`config.mk`:
```
export PLATFORM = sky130hd
export DESIGN_NAME = decode_queue_flat
export DESIGN_NICKNAME = d
export VERILOG_FILES = /design/src/rtl/decode_queue_if.sv /design/src/rtl/decode_queue.sv /design/src/flat_wrapper.sv
export SDC_FILE = /design/constraint.sdc
export NUM_CORES = 1
export LEC_CHECK = 0
export BUFFER_PORTS_ARGS = -buffer_cell sky130_fd_sc_hd__buf_2
export CORE_ASPECT_RATIO = 0.75
export CORE_MARGIN = 8
export CORE_UTILIZATION = 60
export DETAILED_ROUTE_END_ITERATION = 10
export HOLD_SLACK_MARGIN = 0.05
export PLACE_DENSITY = 0.85
export SETUP_SLACK_MARGIN = 0.4
export SYNTH_ARGS = -nofsm -noshare
export SYNTH_HDL_FRONTEND = slang
export SYNTH_SLANG_ARGS = --single-unit
export TNS_END_PERCENT = 10
```
`constraint.sdc`:
```
create_clock -name clk -period 7.55 [get_ports clk]
set_input_delay 0.755 -clock clk [delete_from_list [all_inputs] [get_ports clk]]
set_output_delay 0.755 -clock clk [all_outputs]
set_load 0.01 [all_outputs]
```
`src/rtl/decode_queue_if.sv`:
```
`default_nettype none
// ============================================================================
//  Module      : decode_queue_if
//  Description : Fetch-side and decode-side handshake bundle for decode_queue.
//                master = fetch/consumer environment, slave = the queue.
//  Revision    : 1.0  initial release
// ============================================================================
interface decode_queue_if #(
  parameter int DEPTH = 4,
  parameter int PC_W  = 32,
  parameter int CNT_W = $clog2(DEPTH + 1)
);
  logic             flush_i;
  logic             instr_valid_i;
  logic [31:0]      instr_i;
  logic [PC_W-1:0]  pc_i;
  logic             instr_ready_o;
  logic             dec_valid_o;
  logic             dec_ready_i;
  logic [PC_W-1:0]  pc_dec_o;
  logic [5:0]       op_dec_o;
  logic [4:0]       rs_dec_o;
  logic [4:0]       rt_dec_o;
  logic [4:0]       rd_dec_o;
  logic [4:0]       shamt_dec_o;
  logic [5:0]       funct_dec_o;
  logic [25:0]      target_dec_o;
  logic [31:0]      imm_dec_o;
  logic [4:0]       dest_dec_o;
  logic             reg_wr_dec_o;
  logic [CNT_W-1:0] count_o;

  modport master (
    output flush_i, instr_valid_i, instr_i, pc_i, dec_ready_i,
    input  instr_ready_o, dec_valid_o, pc_dec_o, op_dec_o, rs_dec_o,
           rt_dec_o, rd_dec_o, shamt_dec_o, funct_dec_o, target_dec_o,
           imm_dec_o, dest_dec_o, reg_wr_dec_o, count_o
  );

  modport slave (
    input  flush_i, instr_valid_i, instr_i, pc_i, dec_ready_i,
    output instr_ready_o, dec_valid_o, pc_dec_o, op_dec_o, rs_dec_o,
           rt_dec_o, rd_dec_o, shamt_dec_o, funct_dec_o, target_dec_o,
           imm_dec_o, dest_dec_o, reg_wr_dec_o, count_o
  );
endinterface
`default_nettype wire

```
`src/rtl/decode_queue.sv`:
```
`default_nettype none
// ============================================================================
//  Module      : decode_queue
//  Description : Buffered MIPS decode stage. A DEPTH-entry FIFO of
//                {instruction, PC} with full combinational decode of the
//                head entry, back-pressure and flush.
//                Optional macro DECODE_BYPASS_EN: when the queue is empty an
//                offered instruction is decoded straight onto the outputs in
//                the same cycle (consumed without a write if accepted).
//  Revision    : 1.0  initial release
// ============================================================================
module decode_queue #(
  parameter int DEPTH = 4,
  parameter int PC_W  = 32,
  parameter int CNT_W = $clog2(DEPTH + 1)
) (
  input  logic          clk,
  input  logic          reset,
  decode_queue_if.slave bus
);

  localparam int PTR_W = $clog2(DEPTH);

  logic [31:0]      instr_mem [DEPTH];
  logic [PC_W-1:0]  pc_mem    [DEPTH];

  logic [PTR_W-1:0] rd_ptr;
  logic [PTR_W-1:0] wr_ptr;
  logic [CNT_W-1:0] count;

  logic             queue_ready;
  logic             queue_valid;
  logic             bypass;
  logic             push;
  logic             pop;

  logic             head_valid;
  logic [31:0]      head_instr;
  logic [PC_W-1:0]  head_pc;

  logic [5:0]       op;
  logic [4:0]       rs;
  logic [4:0]       rt;
  logic [4:0]       rd;
  logic [4:0]       shamt;
  logic [5:0]       funct;
  logic [25:0]      target;
  logic [31:0]      imm;
  logic [4:0]       dest;
  logic             wr_raw;

  // Readiness depends only on registered occupancy, never on dec_ready_i.
  always_comb begin
    queue_ready = (count < CNT_W'(DEPTH));
    queue_valid = (count != '0);
  end

  // Head source selection: queue head, or the live input when bypassing.
`ifdef DECODE_BYPASS_EN
  always_comb begin
    bypass     = (count == '0) && bus.instr_valid_i && !bus.flush_i;
    head_valid = queue_valid || bypass;
    head_instr = bypass ? bus.instr_i : instr_mem[rd_ptr];
    head_pc    = bypass ? bus.pc_i    : pc_mem[rd_ptr];
  end
`else
  always_comb begin
    bypass     = 1'b0;
    head_valid = queue_valid;
    head_instr = instr_mem[rd_ptr];
    head_pc    = pc_mem[rd_ptr];
  end
`endif

  // Handshake qualification; a bypassed-and-accepted instruction is never stored.
  always_comb begin
    push = bus.instr_valid_i && queue_ready && !bus.flush_i
           && !(bypass && bus.dec_ready_i);
    pop  = queue_valid && bus.dec_ready_i && !bus.flush_i;
  end

  // Pointer and occupancy bookkeeping; reset outranks flush.
  always_ff @(posedge clk) begin
    if (reset || bus.flush_i) begin
      rd_ptr <= '0;
      wr_ptr <= '0;
      count  <= '0;
    end else begin
      if (push) wr_ptr <= wr_ptr + PTR_W'(1);
      if (pop)  rd_ptr <= rd_ptr + PTR_W'(1);
      case ({push, pop})
        2'b10:   count <= count + CNT_W'(1);
        2'b01:   count <= count - CNT_W'(1);
        default: count <= count;
      endcase
    end
  end

  // Entry storage; contents are intentionally left unreset.
  always_ff @(posedge clk) begin
    if (push) begin
      instr_mem[wr_ptr] <= bus.instr_i;
      pc_mem[wr_ptr]    <= bus.pc_i;
    end
  end

  // Raw field extraction and opcode-dependent immediate/destination decode.
  always_comb begin
    op     = head_instr[31:26];
    rs     = head_instr[25:21];
    rt     = head_instr[20:16];
    rd     = head_instr[15:11];
    shamt  = head_instr[10:6];
    funct  = head_instr[5:0];
    target = head_instr[25:0];

    case (op)
      6'h0C, 6'h0D, 6'h0E: imm = {16'h0000, head_instr[15:0]};
      6'h0F:               imm = {head_instr[15:0], 16'h0000};
      default:             imm = {{16{head_instr[15]}}, head_instr[15:0]};
    endcase

    case (op)
      6'h00:   dest = rd;
      6'h03:   dest = 5'd31;
      default: dest = rt;
    endcase

    // jr never writes; jalr with rd=0 is also dropped by the dest check below.
    case (op)
      6'h00:   wr_raw = !((funct == 6'h08) || ((funct == 6'h09) && (rd == 5'd0)));
      6'h03:   wr_raw = 1'b1;
      6'h08, 6'h09, 6'h0A, 6'h0B,
      6'h0C, 6'h0D, 6'h0E, 6'h0F:   wr_raw = 1'b1;
      6'h20, 6'h21, 6'h22,
      6'h23, 6'h24, 6'h25:          wr_raw = 1'b1;
      default: wr_raw = 1'b0;
    endcase
  end

  // Output drive; every decoded field reads zero while nothing is valid.
  always_comb begin
    bus.instr_ready_o = queue_ready;
    bus.dec_valid_o   = head_valid;
    bus.count_o       = count;
    bus.pc_dec_o      = '0;
    bus.op_dec_o      = '0;
    bus.rs_dec_o      = '0;
    bus.rt_dec_o      = '0;
    bus.rd_dec_o      = '0;
    bus.shamt_dec_o   = '0;
    bus.funct_dec_o   = '0;
    bus.target_dec_o  = '0;
    bus.imm_dec_o     = '0;
    bus.dest_dec_o    = '0;
    bus.reg_wr_dec_o  = 1'b0;
    if (head_valid) begin
      bus.pc_dec_o     = head_pc;
      bus.op_dec_o     = op;
      bus.rs_dec_o     = rs;
      bus.rt_dec_o     = rt;
      bus.rd_dec_o     = rd;
      bus.shamt_dec_o  = shamt;
      bus.funct_dec_o  = funct;
      bus.target_dec_o = target;
      bus.imm_dec_o    = imm;
      bus.dest_dec_o   = dest;
      bus.reg_wr_dec_o = wr_raw && (dest != 5'd0);
    end
  end

endmodule
`default_nettype wire

```
`src/flat_wrapper.sv`:
```
// flat-port wrapper written by rule: the top's interface ports become plain ports
module decode_queue_flat 
#(
  parameter int DEPTH = 4,
  parameter int PC_W  = 32,
  parameter int CNT_W = $clog2(DEPTH + 1)
)
  (clk, reset, bus_flush_i, bus_instr_valid_i, bus_instr_i, bus_pc_i, bus_dec_ready_i, bus_instr_ready_o, bus_dec_valid_o, bus_pc_dec_o, bus_op_dec_o, bus_rs_dec_o, bus_rt_dec_o, bus_rd_dec_o, bus_shamt_dec_o, bus_funct_dec_o, bus_target_dec_o, bus_imm_dec_o, bus_dest_dec_o, bus_reg_wr_dec_o, bus_count_o);
  decode_queue_if #(.DEPTH(DEPTH), .PC_W(PC_W), .CNT_W(CNT_W)) bus_i ();
  input  logic clk;
  input  logic reset;
  input wire logic [$bits(bus_i.flush_i)-1:0] bus_flush_i;
  input wire logic [$bits(bus_i.instr_valid_i)-1:0] bus_instr_valid_i;
  input wire logic [$bits(bus_i.instr_i)-1:0] bus_instr_i;
  input wire logic [$bits(bus_i.pc_i)-1:0] bus_pc_i;
  input wire logic [$bits(bus_i.dec_ready_i)-1:0] bus_dec_ready_i;
  output wire logic [$bits(bus_i.instr_ready_o)-1:0] bus_instr_ready_o;
  output wire logic [$bits(bus_i.dec_valid_o)-1:0] bus_dec_valid_o;
  output wire logic [$bits(bus_i.pc_dec_o)-1:0] bus_pc_dec_o;
  output wire logic [$bits(bus_i.op_dec_o)-1:0] bus_op_dec_o;
  output wire logic [$bits(bus_i.rs_dec_o)-1:0] bus_rs_dec_o;
  output wire logic [$bits(bus_i.rt_dec_o)-1:0] bus_rt_dec_o;
  output wire logic [$bits(bus_i.rd_dec_o)-1:0] bus_rd_dec_o;
  output wire logic [$bits(bus_i.shamt_dec_o)-1:0] bus_shamt_dec_o;
  output wire logic [$bits(bus_i.funct_dec_o)-1:0] bus_funct_dec_o;
  output wire logic [$bits(bus_i.target_dec_o)-1:0] bus_target_dec_o;
  output wire logic [$bits(bus_i.imm_dec_o)-1:0] bus_imm_dec_o;
  output wire logic [$bits(bus_i.dest_dec_o)-1:0] bus_dest_dec_o;
  output wire logic [$bits(bus_i.reg_wr_dec_o)-1:0] bus_reg_wr_dec_o;
  output wire logic [$bits(bus_i.count_o)-1:0] bus_count_o;
  assign bus_i.flush_i = bus_flush_i;
  assign bus_i.instr_valid_i = bus_instr_valid_i;
  assign bus_i.instr_i = bus_instr_i;
  assign bus_i.pc_i = bus_pc_i;
  assign bus_i.dec_ready_i = bus_dec_ready_i;
  assign bus_instr_ready_o = bus_i.instr_ready_o;
  assign bus_dec_valid_o = bus_i.dec_valid_o;
  assign bus_pc_dec_o = bus_i.pc_dec_o;
  assign bus_op_dec_o = bus_i.op_dec_o;
  assign bus_rs_dec_o = bus_i.rs_dec_o;
  assign bus_rt_dec_o = bus_i.rt_dec_o;
  assign bus_rd_dec_o = bus_i.rd_dec_o;
  assign bus_shamt_dec_o = bus_i.shamt_dec_o;
  assign bus_funct_dec_o = bus_i.funct_dec_o;
  assign bus_target_dec_o = bus_i.target_dec_o;
  assign bus_imm_dec_o = bus_i.imm_dec_o;
  assign bus_dest_dec_o = bus_i.dest_dec_o;
  assign bus_reg_wr_dec_o = bus_i.reg_wr_dec_o;
  assign bus_count_o = bus_i.count_o;
  decode_queue #(.DEPTH(DEPTH), .PC_W(PC_W), .CNT_W(CNT_W)) u_core (.clk(clk), .reset(reset), .bus(bus_i));
endmodule
```
---- Word level (Yosys, flattened, before mapping) ----
Memories as Yosys holds them, arrays and structs flattened. A register that Yosys moved wholly into a read port is not among the register bits.
Index checks and enable logic that the tools add are counted.
cells by class
  $lt $le $gt $ge ......................... 1
  eq/ne operators ......................... 19
  muxes and demuxes ....................... 21
  reductions and logical operators ........ 17
  add/subtract/negate cells ............... 4
operators with widths
  operator             number
  $mux 32              2
  $pmux 32 s2          1
  $eq 6x4->1 const B   10
  $eq 6x6->1 const B   6
  $mux 26              1
  $mux 5               5
  $reduce_or 15->1     1
  $mux 6               2
  $pmux 5 s2           1
  $mux 2               4
  $eq 6x2->1 const B   1
  $logic_and 1x1->1    6
  $logic_not 6->1      1
  $pmux 3 s2           1
  $logic_not 5->1      1
  $reduce_bool 5->1    1
  $add 2x1->2 const B  2
  $add 3x1->3 const B  1
  $lt 3x3->1 const B   1
  $mux 1               3
  $reduce_bool 3->1    1
  $reduce_or 3->1      1
  $sub 3x1->3 const B  1
  $eq 2x1->1 const B   1
  other kinds (5)      7
word-level totals
  input port bits ......................... 69
  RAM bits ................................ 256
  logic and storage cells ................. 67
  output and inout port bits .............. 133
  flip-flop bits (word level) ............. 7
  memories kept ........................... 2
memories
  name              words  bits a word  rd ports  clocked after memory_dff  write ports  RTL line            RTL
  u_core.instr_mem  4      32           1         1                         1            decode_queue.sv:24  logic [31:0] instr_mem [DEPTH];
  u_core.pc_mem     4      32           1         1                         1            decode_queue.sv:25  logic [PC_W-1:0] pc_mem [DEPTH];

---- Longest topological paths before layout ----
Gate-level depths: netlist (run 1).
  depth in word-level cells ............... 7
  mapped depth ............................ 10
  gate-level depth less buffers ........... 10

---- Least setup slack after synthesis (run 1) ----
No wires, ideal clock.
  path kind ............................... in2reg
  from .................................... in bus_instr_valid_i
  to ...................................... mem u_core.instr_mem[0][0] (enable)
  library setup time ...................... 0.429 ns
  stages on the path ...................... 2
  arrival time ............................ 2.863 ns
  slack ................................... 4.259 ns
  path buffers ............................ 0
  required time ........................... 7.121 ns
  cells stage by stage .................... nor3b_1 -> and2_1
between the ends
  cells in the longest elaborated chain, start to end .. 4
ends and longest elaborated chain
  item                            RTL line             RTL
  start: declaration              flat_wrapper.sv:13   input wire logic [$bits(bus_i.instr_valid_i)-1:0] bus_instr_valid_i;
  $logic_and 1x1->1 (2 in a row)  decode_queue.sv:77   push = bus.instr_valid_i && queue_ready && !bus.flush_i
  $mux 1                          decode_queue.sv:101  if (push) begin
  $mux 1 (not written as such)    decode_queue.sv:102  instr_mem[wr_ptr] <= bus.instr_i;
  end: declaration                decode_queue.sv:24
Every way passes these cells.

==> summary.md, run 1 <==
| Metric | Value |
|---|---|
| DP Wirelength | 15100 µm |
| Clk root buf | clkbuf_16 |
| Unrepaired setup endpoints after global routing | false |
| WL final | 23500 µm |
| Starting density of the core | 61.2% |
| First-pass GRT wire length | 35400 µm |
| Most frequent cells after synthesis | 256 x edfxtp_1, 59 x mux4_2, 54 x nor2b_1 |
| Reg2reg path depth | 11 |
| Cts hold-fix bufs | 0 |
| TritonCTS clock tree | yes |
| Fill cells | 1075 |
| Cells after Synth | 590 |
| CTS Buf Count | 24 |
| Power Dens Cells | 244 mW/mm² |
| Min Tclk post-route | 4.59 ns |
| Register area share after synthesis | 72.8% |
| Antenna violations before repair | 9 |
| Flops & latches, synth | 265 |
| Top-count cell post-synth | edfxtp_1 |
| Metal3 WL | 2200 µm |
| Clk_lat worst skew | 0.51 ns |
| Area grow syn2layout | 17.7% |
| Yosys cell types | 36 |
| DR top layer | met5 |
| Data required, critical path | 6.80 ns |
| # DRC | 0 |
| Max-cap violation count | 0 |
| CTS resizes | 0 |
| Number of setup violations in the final report | 0 |
| Via count | 5875 |
| Worst VDD drop | 0.180 mV |
| TritonRoute pass-1 iters | 5 |
| IO Port Bufs | 201 |
| Clock Sinks | 265 |
| Startpoint Class | flip-flop |
| Routability cong. | 0.946 |
| Row count | 42 |
| Worst-path fanout max | 40 |
| Synth top area cells | edfxtp_1 71%, mux4_2 12%, nor2b_1 3.1%, buf_4 1.9%, dfxtp_1 1.7% |
| Yosys warnings | 0 |
| End of the critical path | bus_imm_dec_o[25] |
| Number of global-route vias before repair | 6179 |
| Core Footprint | 0.0177 mm² |
| Die H | 132 µm |
| Initial DRC Count | 445 |
| Crit Path Category | flip-flop to output pin |
| Synth area leader | edfxtp_1 |
| Period utilization | 60.8% |
| F_max | 218 MHz |
| Largest net degree at the start of global routing | 72 |
| Io pins | 202 |
| Post-synth ARST share | 0% |
| Max-slew violations | 0 |
| Average vias per placed instance | 5.71 |
| FF-to-FF End | u_core.bus.count_o[2] |
| H-tree levels | 1 |
| Hold WS | 0.457 ns |
| Avg WL per Cell | 22.8 µm |
| Postcts setup bufs | 0 |
| Clock skew | 0.00712 ns |
| Reg2reg start | u_core.bus.count_o[2] |
| Critical Path AT | 3.83 ns |
| Setup TNS | 0 ns |
| Die W | 171 µm |
| Final net count | 843 |
| Met1 wire length | 9380 µm |
| Post-DRT Antenna Nets | 0 |
| Final Power | 3.11 mW |
| LEAKAGE | 4.64 nW |
| Post-synth EDFFs | 256 |
| Fin. Hold Viols | 0 |
| Die Footprint | 0.0226 mm² |
| GR Overflow Total | 0 |
| Area share of the largest cell type after synthesis | 71.1% |
| Hold WC Path Type | input port to flip-flop |
| Slew at the pin closest to its max-slew limit | 1.06 ns |
| Reg clk slew, reported paths | 0.07 ns |
| CP endpoint kind | output pin |
| Synthesized Nets | 665 |
| Synth Area per Inst | 18.3 µm² |
| CTS max path bufs | 3 |
| Gr usage total | 20.3% |
| Main synth FF type | edfxtp_1 |
| Outcome | finished, final reports clean |
| Slew HR | 29.4% |
| Setup slack, reg-to-reg | 4.62 ns |
| Synth Cell Area | 0.0108 mm² |
| Met2 wire len | 11300 µm |
| Share of post-route cells with drive strength above 1 | 40.6% |
==> layer usage <==
| layer | vias up | track usage [%] |
|---|---|---|
| li1 | 2618 | - |
| met1 | 2934 | 25.5 |
| met2 | 255 | 34.0 |
| met3 | 54 | 6.31 |
| met4 | 14 | 4.82 |
| met5 | - | 0 |
==> worst min-delay path by stage <==
stage / startpoint / end / slack (ns) / cells after the start
finish: bus_pc_i[28] / u_core.pc_mem[0][28] / 0.46 / 1
global route: bus_pc_i[28] / u_core.pc_mem[0][28] / 0.44 / 1
CTS: bus_instr_i[24] / u_core.instr_mem[3][24] / 0.44 / 1
detailed placement: u_core.rd_ptr[1] / flip-flop / 0.55 / 2
global placement: u_core.rd_ptr[1] / flip-flop / 0.50 / 2
floorplan: u_core.rd_ptr[1] / flip-flop / 0.48 / 2
==> through the flow <==
stage | setup slack, ns | util [%] | instance area (µm²) | cells
detailed placement | 3.43 | 67.1 | 11800 | 984
global placement | 3.50 | 67.1 | 11800 | 984
CTS | 2.88 | 72.0 | 12700 | 1027
floorplan | 4.26 | - | 10800 | 590
global route | 2.63 | 72.0 | 12700 | 1028
finish | 2.96 | 72.0 | 12700 | 1029
==> kinds of logic (layout without fill, tap and decap cells) <==
logic type / count (synthesis) / after routing / share of synthesized area (%)
DFF: 265 / 265 / 72.8
and+or+nand+nor: 141 / 141 / 6.95
muxes: 76 / 76 / 13.9
buffers and inverters: 66 / 261 / 3.45
AOI/OAI and AO/OA: 31 / 31 / 1.69
adders and majority gates: 6 / 6 / 0.764
xor gates and xnor gates: 5 / 5 / 0.405
other: 0 / 2 / 0
==> sequential cells by signal, summed over array words and instances (netlist names), named ones only <==
signal / cells
u_core.instr_mem: 128
u_core.pc_mem: 128
u_core.bus.count_o: 3
u_core.rd_ptr: 2
u_core.wr_ptr: 2
==> placed cells by master, fill, tap and decap left out, types with 2 or more instances in the layout <==
| cell type | n |
|---|---|
| edfxtp_1 | 256 |
| buf_2 | 201 |
| mux4_2 | 59 |
| nor2b_1 | 54 |
| nor2_1 | 48 |
| clkbuf_16 | 25 |
| a21oi_1 | 15 |
| inv_1 | 13 |
| nand2_1 | 11 |
| mux2i_1 | 11 |
| and3_1 | 9 |
| dfxtp_1 | 7 |
| mux2_2 | 6 |
| clkinv_2 | 6 |
| o21ai_0 | 5 |
| a31oi_1 | 5 |
| ha_1 | 5 |
| bufinv_16 | 5 |
| and2_4 | 4 |
| xor2_1 | 4 |
| clkbuf_8 | 4 |
| buf_4 | 4 |
| and2_1 | 3 |
| diode_2 | 2 |
| nand3_1 | 2 |
| a21o_1 | 2 |
| nand2b_1 | 2 |
| nor3b_1 | 2 |
| dfxtp_4 | 2 |
| clkbuf_1 | 2 |
==> cell type report <==
cell class	count	area, µm²	share of cell area [%]
Clock inverter	12	184	1.45
Sequential cell	265	7880	61.9
Antenna cell	2	5.00	0.0393
Tap cell	242	303	2.38
Clock buffer	31	688	5.41
Timing Repair Buffer	205	1040	8.14
Inverter	13	48.8	0.384
Multi-Input combinational cell	259	2580	20.3
==> power breakdown <==
part / switching, mW / total [mW] / internal, mW / leakage, nW
clock: 0.501 / 1.31 / 0.812 / 0.435
sequential: 0.00713 / 1.64 / 1.63 / 2.40
combinational: 0.0915 / 0.154 / 0.0622 / 1.81
==> worst max-delay path: stages, from the launching register on <==
cell and delay, ns:
dfxtp_4 0.73, buf_4 0.67, mux4_2 0.67, and2_1 0.24, nand2_1 0.21, a21o_1 0.48
nor2_1 0.11, buf_2 0.16
Power figures use the tool's default switching activity.
==> run 2, diff against run 1 <==
--- a/config.mk
+++ b/config.mk
@@ -8,10 +8,10 @@
 export BUFFER_PORTS_ARGS = -buffer_cell sky130_fd_sc_hd__buf_2
 export CORE_ASPECT_RATIO = 0.75
 export CORE_MARGIN = 8
-export CORE_UTILIZATION = 60
+export CORE_UTILIZATION = 55
 export DETAILED_ROUTE_END_ITERATION = 10
 export HOLD_SLACK_MARGIN = 0.05
-export PLACE_DENSITY = 0.85
+export PLACE_DENSITY = 0.79
 export SETUP_SLACK_MARGIN = 0.4
 export SYNTH_ARGS = -nofsm -noshare
 export SYNTH_HDL_FRONTEND = slang
==> constraint.sdc (replaced) <==
create_clock -name clk -period 4.7 [get_ports clk]
set_input_delay 0.47 -clock clk [delete_from_list [all_inputs] [get_ports clk]]
set_output_delay 0.47 -clock clk [all_outputs]
set_load 0.01 [all_outputs]
==> run 2 against run 1 <==
Net effect: final cell count is 0.78% higher; highest routed layer unchanged; critical endpoint is now bus_imm_dec_o[20]; hold slack worse by 0.28 ns; via count rose by 0.43%.
==> summary.md, run 2 (synthesized netlist as in run 1, its figures left out) <==
| Metric | Value |
|---|---|
| Outcome | finished, final reports clean |
| Die H | 137 µm |
| Largest net degree at the start of global routing | 69 |
| Gr usage total | 18.4% |
| Die W | 178 µm |
| Hold WC Path Type | input port to flip-flop |
| Clock skew | 0.00764 ns |
| H-tree levels | 1 |
| Reg clk slew, reported paths | 0.06 ns |
| Setup TNS | 0 ns |
| Commonest non-fill, non-tap cells in the layout | 256 x edfxtp_1, 201 x buf_2, 59 x mux4_2, 54 x nor2b_1, 48 x nor2_1 |
| Number of global-route vias before repair | 6092 |
| CTS Buf Count | 25 |
| Post-route cell area | 0.0126 mm² |
| Cts hold-fix bufs | 0 |
| Fin. Hold Viols | 0 |
| CTS resizes | 0 |
| Routability cong. | 0.854 |
| First-pass GRT wire length | 34100 µm |
| Antenna violations before repair | 4 |
| Average vias per placed instance | 5.69 |
| Number of setup violations in the final report | 0 |
| Met1 usage | 23.8% |
| Die Footprint | 0.0244 mm² |
| TritonCTS clock tree | yes |
| Final net count | 844 |
| WL final | 23100 µm |
| Slew at the pin closest to its max-slew limit | 1.02 ns |
| Ant. Diodes | 0 |
| CTS max path bufs | 3 |
| Core Footprint | 0.0193 mm² |
| M2 GR Usage | 30.8% |
| Global routing's busiest layer | met2 |
| Critical Path AT | 3.46 ns |
| Io pins | 202 |
| Max-cap violation count | 0 |
| Initial DRC Count | 393 |
| Avg WL per Cell | 22.3 µm |
| Area grow syn2layout | 16.9% |
| Post-DRT Antenna Nets | 0 |
| Max-slew violations | 0 |
| Reg2reg start | u_core.bus.count_o[2] |
| Row count | 44 |
| Starting density of the core | 55.9% |
| DP Wirelength | 15200 µm |
| Worst VDD drop | 0.295 mV |
| LEAKAGE | 4.59 nW |
| Share of post-route cells with drive strength above 1 | 39.8% |
| Via count | 5900 |
| F_max | 254 MHz |
| Fill cells | 1306 |
| GR Overflow Total | 0 |
| Clock Sinks | 265 |
| Crit Path Category | flip-flop to output pin |
| GR Util met3 | 4.96% |
| Min Tclk post-route | 3.93 ns |
| Clk root buf | clkbuf_16 |
| Period utilization | 83.6% |
| Data required, critical path | 4.23 ns |
| Unrepaired setup endpoints after global routing | false |
| IO Port Bufs | 201 |
| # DRC | 0 |
| Final Power | 4.80 mW |
| Worst-path fanout max | 47 |
| CP endpoint kind | output pin |
| Startpoint Class | flip-flop |
| TritonRoute pass-1 iters | 5 |
| Commonest non-fill, non-tap cell in the layout | edfxtp_1 |
| Clk_lat worst skew | 0.50 ns |
| Power Dens Cells | 380 mW/mm² |
| Slew HR | 31.7% |
| Placed Area | 0.0119 mm² |
| Postcts setup bufs | 0 |
| Hold Path Origin | bus_instr_i[21] |
[run 2: cell count changes in the layout (fill, tap and decap cells not counted), sizes merged]
| cell | before | now |
|---|---|---|
| clkbuf | 31 | 29 |
| clkinvlp | 0 | 1 |
| diode | 2 | 0 |
| bufinv | 5 | 3 |
| clkinv | 7 | 9 |
[run 2: worst paths after layout]
check / end / slack, ns / depth (start not counted)
worst max-delay path: bus_imm_dec_o[20] / 0.77 / 7
worst min-delay path: u_core.instr_mem[3][21] / 0.18 / 1
worst max register to register: u_core.bus.count_o[2] / 2.19 / 10
worst min register to register: u_core.rd_ptr[0] / 0.53 / 2
[run 2: routing by layer]
layer | routed length, µm | vias to the layer above
li1 | - | 2616
met1 | 9540 | 2982
met2 | 11100 | 250
met3 | 1960 | 44
met4 | 483 | 8
met5 | 54 | -
[run 2: power by group]
| part | internal [mW] | switching, mW | total [mW] |
|---|---|---|---|
| sequential | 2.63 | 0.00919 | 2.63 |
| clock | 1.13 | 0.785 | 1.92 |
| combinational | 0.0990 | 0.148 | 0.247 |
| total | 3.86 | 0.942 | 4.80 |
[run 2: stage by stage]
| step | std cells | hold WS [ns] | setup slack (ns) | util [%] |
|---|---|---|---|---|
| after detailed placement | 995 | 0.513 | 1.30 | 61.4 |
| final | 1037 | 0.178 | 0.769 | 65.4 |
| after global routing | 1037 | 0.162 | 0.554 | 65.4 |
| after CTS | 1037 | 0.160 | 0.760 | 65.4 |
| after global placement | 995 | 0.512 | 1.43 | 61.4 |
| after floorplan | 590 | 0.485 | 1.69 | - |
[run 2: final cells by class]
type	instances	area (µm²)	area share, %
Clock buffer	29	641	5.07
Timing Repair Buffer	205	1040	8.20
Clock inverter	13	136	1.08
Tap cell	253	317	2.51
Inverter	13	48.8	0.386
Multi-Input combinational cell	259	2580	20.4
Sequential cell	265	7880	62.3
[run 2: critical path, stage by stage, from the launching register on]
cell,delay (ns)
dfxtp_4,0.79
mux4_2,0.49
nor2_1,0.18
and3_1,0.39
nand2_1,0.26
a21o_1,0.38
a21oi_1,0.27
buf_2,0.18
==> run 3, diff against run 2 <==
==> constraint.sdc (replaced) <==
create_clock -name clk -period 3.95 [get_ports clk]
set_input_delay 0.395 -clock clk [delete_from_list [all_inputs] [get_ports clk]]
set_output_delay 0.395 -clock clk [all_outputs]
set_load 0.01 [all_outputs]
==> run 3 against run 2 <==
Net effect: register-to-register slack lost 0.84 ns; global-route usage grew 0.90 points; via count grew 1.3%; sequential share of layout area shrank 0.42 points; flip-flop and latch count is the same; combinational power grew 21%; largest cell class unchanged; die area is the same; non-clock buffer count grew 6.
==> summary.md, run 3 (synthesized netlist as in run 1, its figures left out) <==
| Metric | Value |
|---|---|
| Outcome | finished, final reports clean |
| Clock Sinks | 265 |
| Period utilization | 89.3% |
| Reg clk slew, reported paths | 0.06 ns |
| Number of global-route vias before repair | 6320 |
| Slowest stage delay, CP | 0.63 ns |
| Slew HR | 32.5% |
| H-tree levels | 1 |
| Fill cells | 1340 |
| Unrepaired setup endpoints after global routing | true |
| Post-DRT Antenna Nets | 0 |
| Row count | 44 |
| Max-slew violations | 0 |
| Commonest non-fill, non-tap cell in the layout | edfxtp_1 |
| Fin. Hold Viols | 0 |
| Die Footprint | 0.0244 mm² |
| DP Wirelength | 15400 µm |
| CP endpoint kind | output pin |
| Number of setup violations in the final report | 0 |
| Worst-path cell chain | mux4_2 -> nor4_4 -> nand2_1 -> mux2i_1 -> nor4bb_1 -> a211oi_1 -> buf_2 |
| Data required, critical path | 3.56 ns |
| Via count | 5976 |
| Worst-path fanout max | 9 |
| Power Dens Cells | 453 mW/mm² |
| Setup TNS | 0 ns |
| Share of post-route cells with drive strength above 1 | 40.5% |
| Initial DRC Count | 542 |
| Crit-path slowest cell | mux4_2 |
| Die W | 178 µm |
| Worst path top cell family by delay | simple AND/OR/NAND/NOR gates |
| IO Port Bufs | 201 |
| Min Tclk post-route | 3.53 ns |
| GR Overflow Total | 0 |
| WL final | 23700 µm |
| Startpoint Class | flip-flop |
| F_max | 284 MHz |
| Slew at the pin closest to its max-slew limit | 1.01 ns |
| CTS Buf Count | 25 |
| Final net count | 850 |
| Cts hold-fix bufs | 0 |
| # DRC | 0 |
| Die H | 137 µm |
| Clock skew | 0.00729 ns |
| Worst VDD drop | 0.341 mV |
| First-pass GRT wire length | 36100 µm |
| Crit Path Category | flip-flop to output pin |
| Critical Path AT | 3.13 ns |
| Avg WL per Cell | 22.6 µm |
| Crit path buffers/inverters | 1 |
| Starting density of the core | 55.9% |
| Commonest non-fill, non-tap cells in the layout | 256 x edfxtp_1, 201 x buf_2, 59 x mux4_2, 54 x nor2b_1, 48 x nor2_1 |
| Clk_lat worst skew | 0.51 ns |
| Area grow syn2layout | 17.7% |
| TritonCTS clock tree | yes |
| LEAKAGE | 4.64 nW |
| Average vias per placed instance | 5.70 |
| Clk root buf | clkbuf_16 |
| Io pins | 202 |
| Max-cap violation count | 0 |
| Largest net degree at the start of global routing | 69 |
| Antenna violations before repair | 5 |
| Hold WC Path Type | input port to flip-flop |
| TritonRoute pass-1 iters | 5 |
| Core Footprint | 0.0193 mm² |
| CTS max path bufs | 3 |
| Hold WS | 0.0911 ns |
| Routability cong. | 0.820 |
| Gr usage total | 19.3% |
[run 3: metrics by stage]
step	utilization [%]	setup WS, ns	total power, mW	cell area [µm²]	cells
after global routing	65.8	0.299	5.94	12700	1046
after CTS	65.6	0.448	5.80	12700	1043
after global placement	61.5	0.983	3.48	11900	998
after detailed placement	61.5	0.907	3.49	11900	998
after floorplan	-	1.02	3.36	10800	590
final	65.8	0.423	5.77	12700	1048
[run 3: power by group]
| group | switching, mW | internal [mW] | total (mW) |
|---|---|---|---|
| Clock | 0.975 | 1.36 | 2.33 |
| Combinational | 0.177 | 0.121 | 0.298 |
| Sequential | 0.0114 | 3.12 | 3.14 |
| Total | 1.16 | 4.60 | 5.77 |
[run 3: worst reg2reg max path, stage by stage (launching register included)]
cell     delay, ns
dfxtp_1       0.38
nor3b_1       0.84
and2_4        0.92
[run 3: metal layers]
| metal | vias up | routed length, µm | GRT usage [%] |
|---|---|---|---|
| li1 | 2637 | - | - |
| met1 | 2969 | 9240 | 25.0 |
| met2 | 306 | 11400 | 31.9 |
| met3 | 54 | 2480 | 5.70 |
| met4 | 10 | 511 | 4.90 |
| met5 | - | 60 | 0 |
[run 3: area by class of cell]
class	count	area (µm²)	share of cell area, %
inverters	13	48.8	0.384
clock inverters	16	161	1.27
repair buffers	211	1090	8.56
clock buffers	29	641	5.04
well taps	253	317	2.49
flip-flops and latches	265	7880	61.9
multi-input cells	259	2580	20.3
diodes	2	5.00	0.0393
[run 3: path summary, 6_finish.rpt]
kind | start | slack [ns] | cells after the start | endpoint
worst max-delay path | flip-flop | 0.42 | 7 | bus_reg_wr_dec_o
worst min register to register | u_core.rd_ptr[1] | 0.53 | 2 | flip-flop
worst min-delay path | bus_pc_i[30] | 0.09 | 1 | u_core.pc_mem[2][30]
worst max register to register | u_core.bus.count_o[2] | 1.35 | 2 | u_core.instr_mem[2][22]
[run 3: what timing repair did]
action | in CTS | in global routing
endpoints found under the setup margin | 1 | 5
gates cloned | 0 | 0
resized for setup | 1 | 3
pin swaps | 0 | 1
setup buffers | 0 | 3
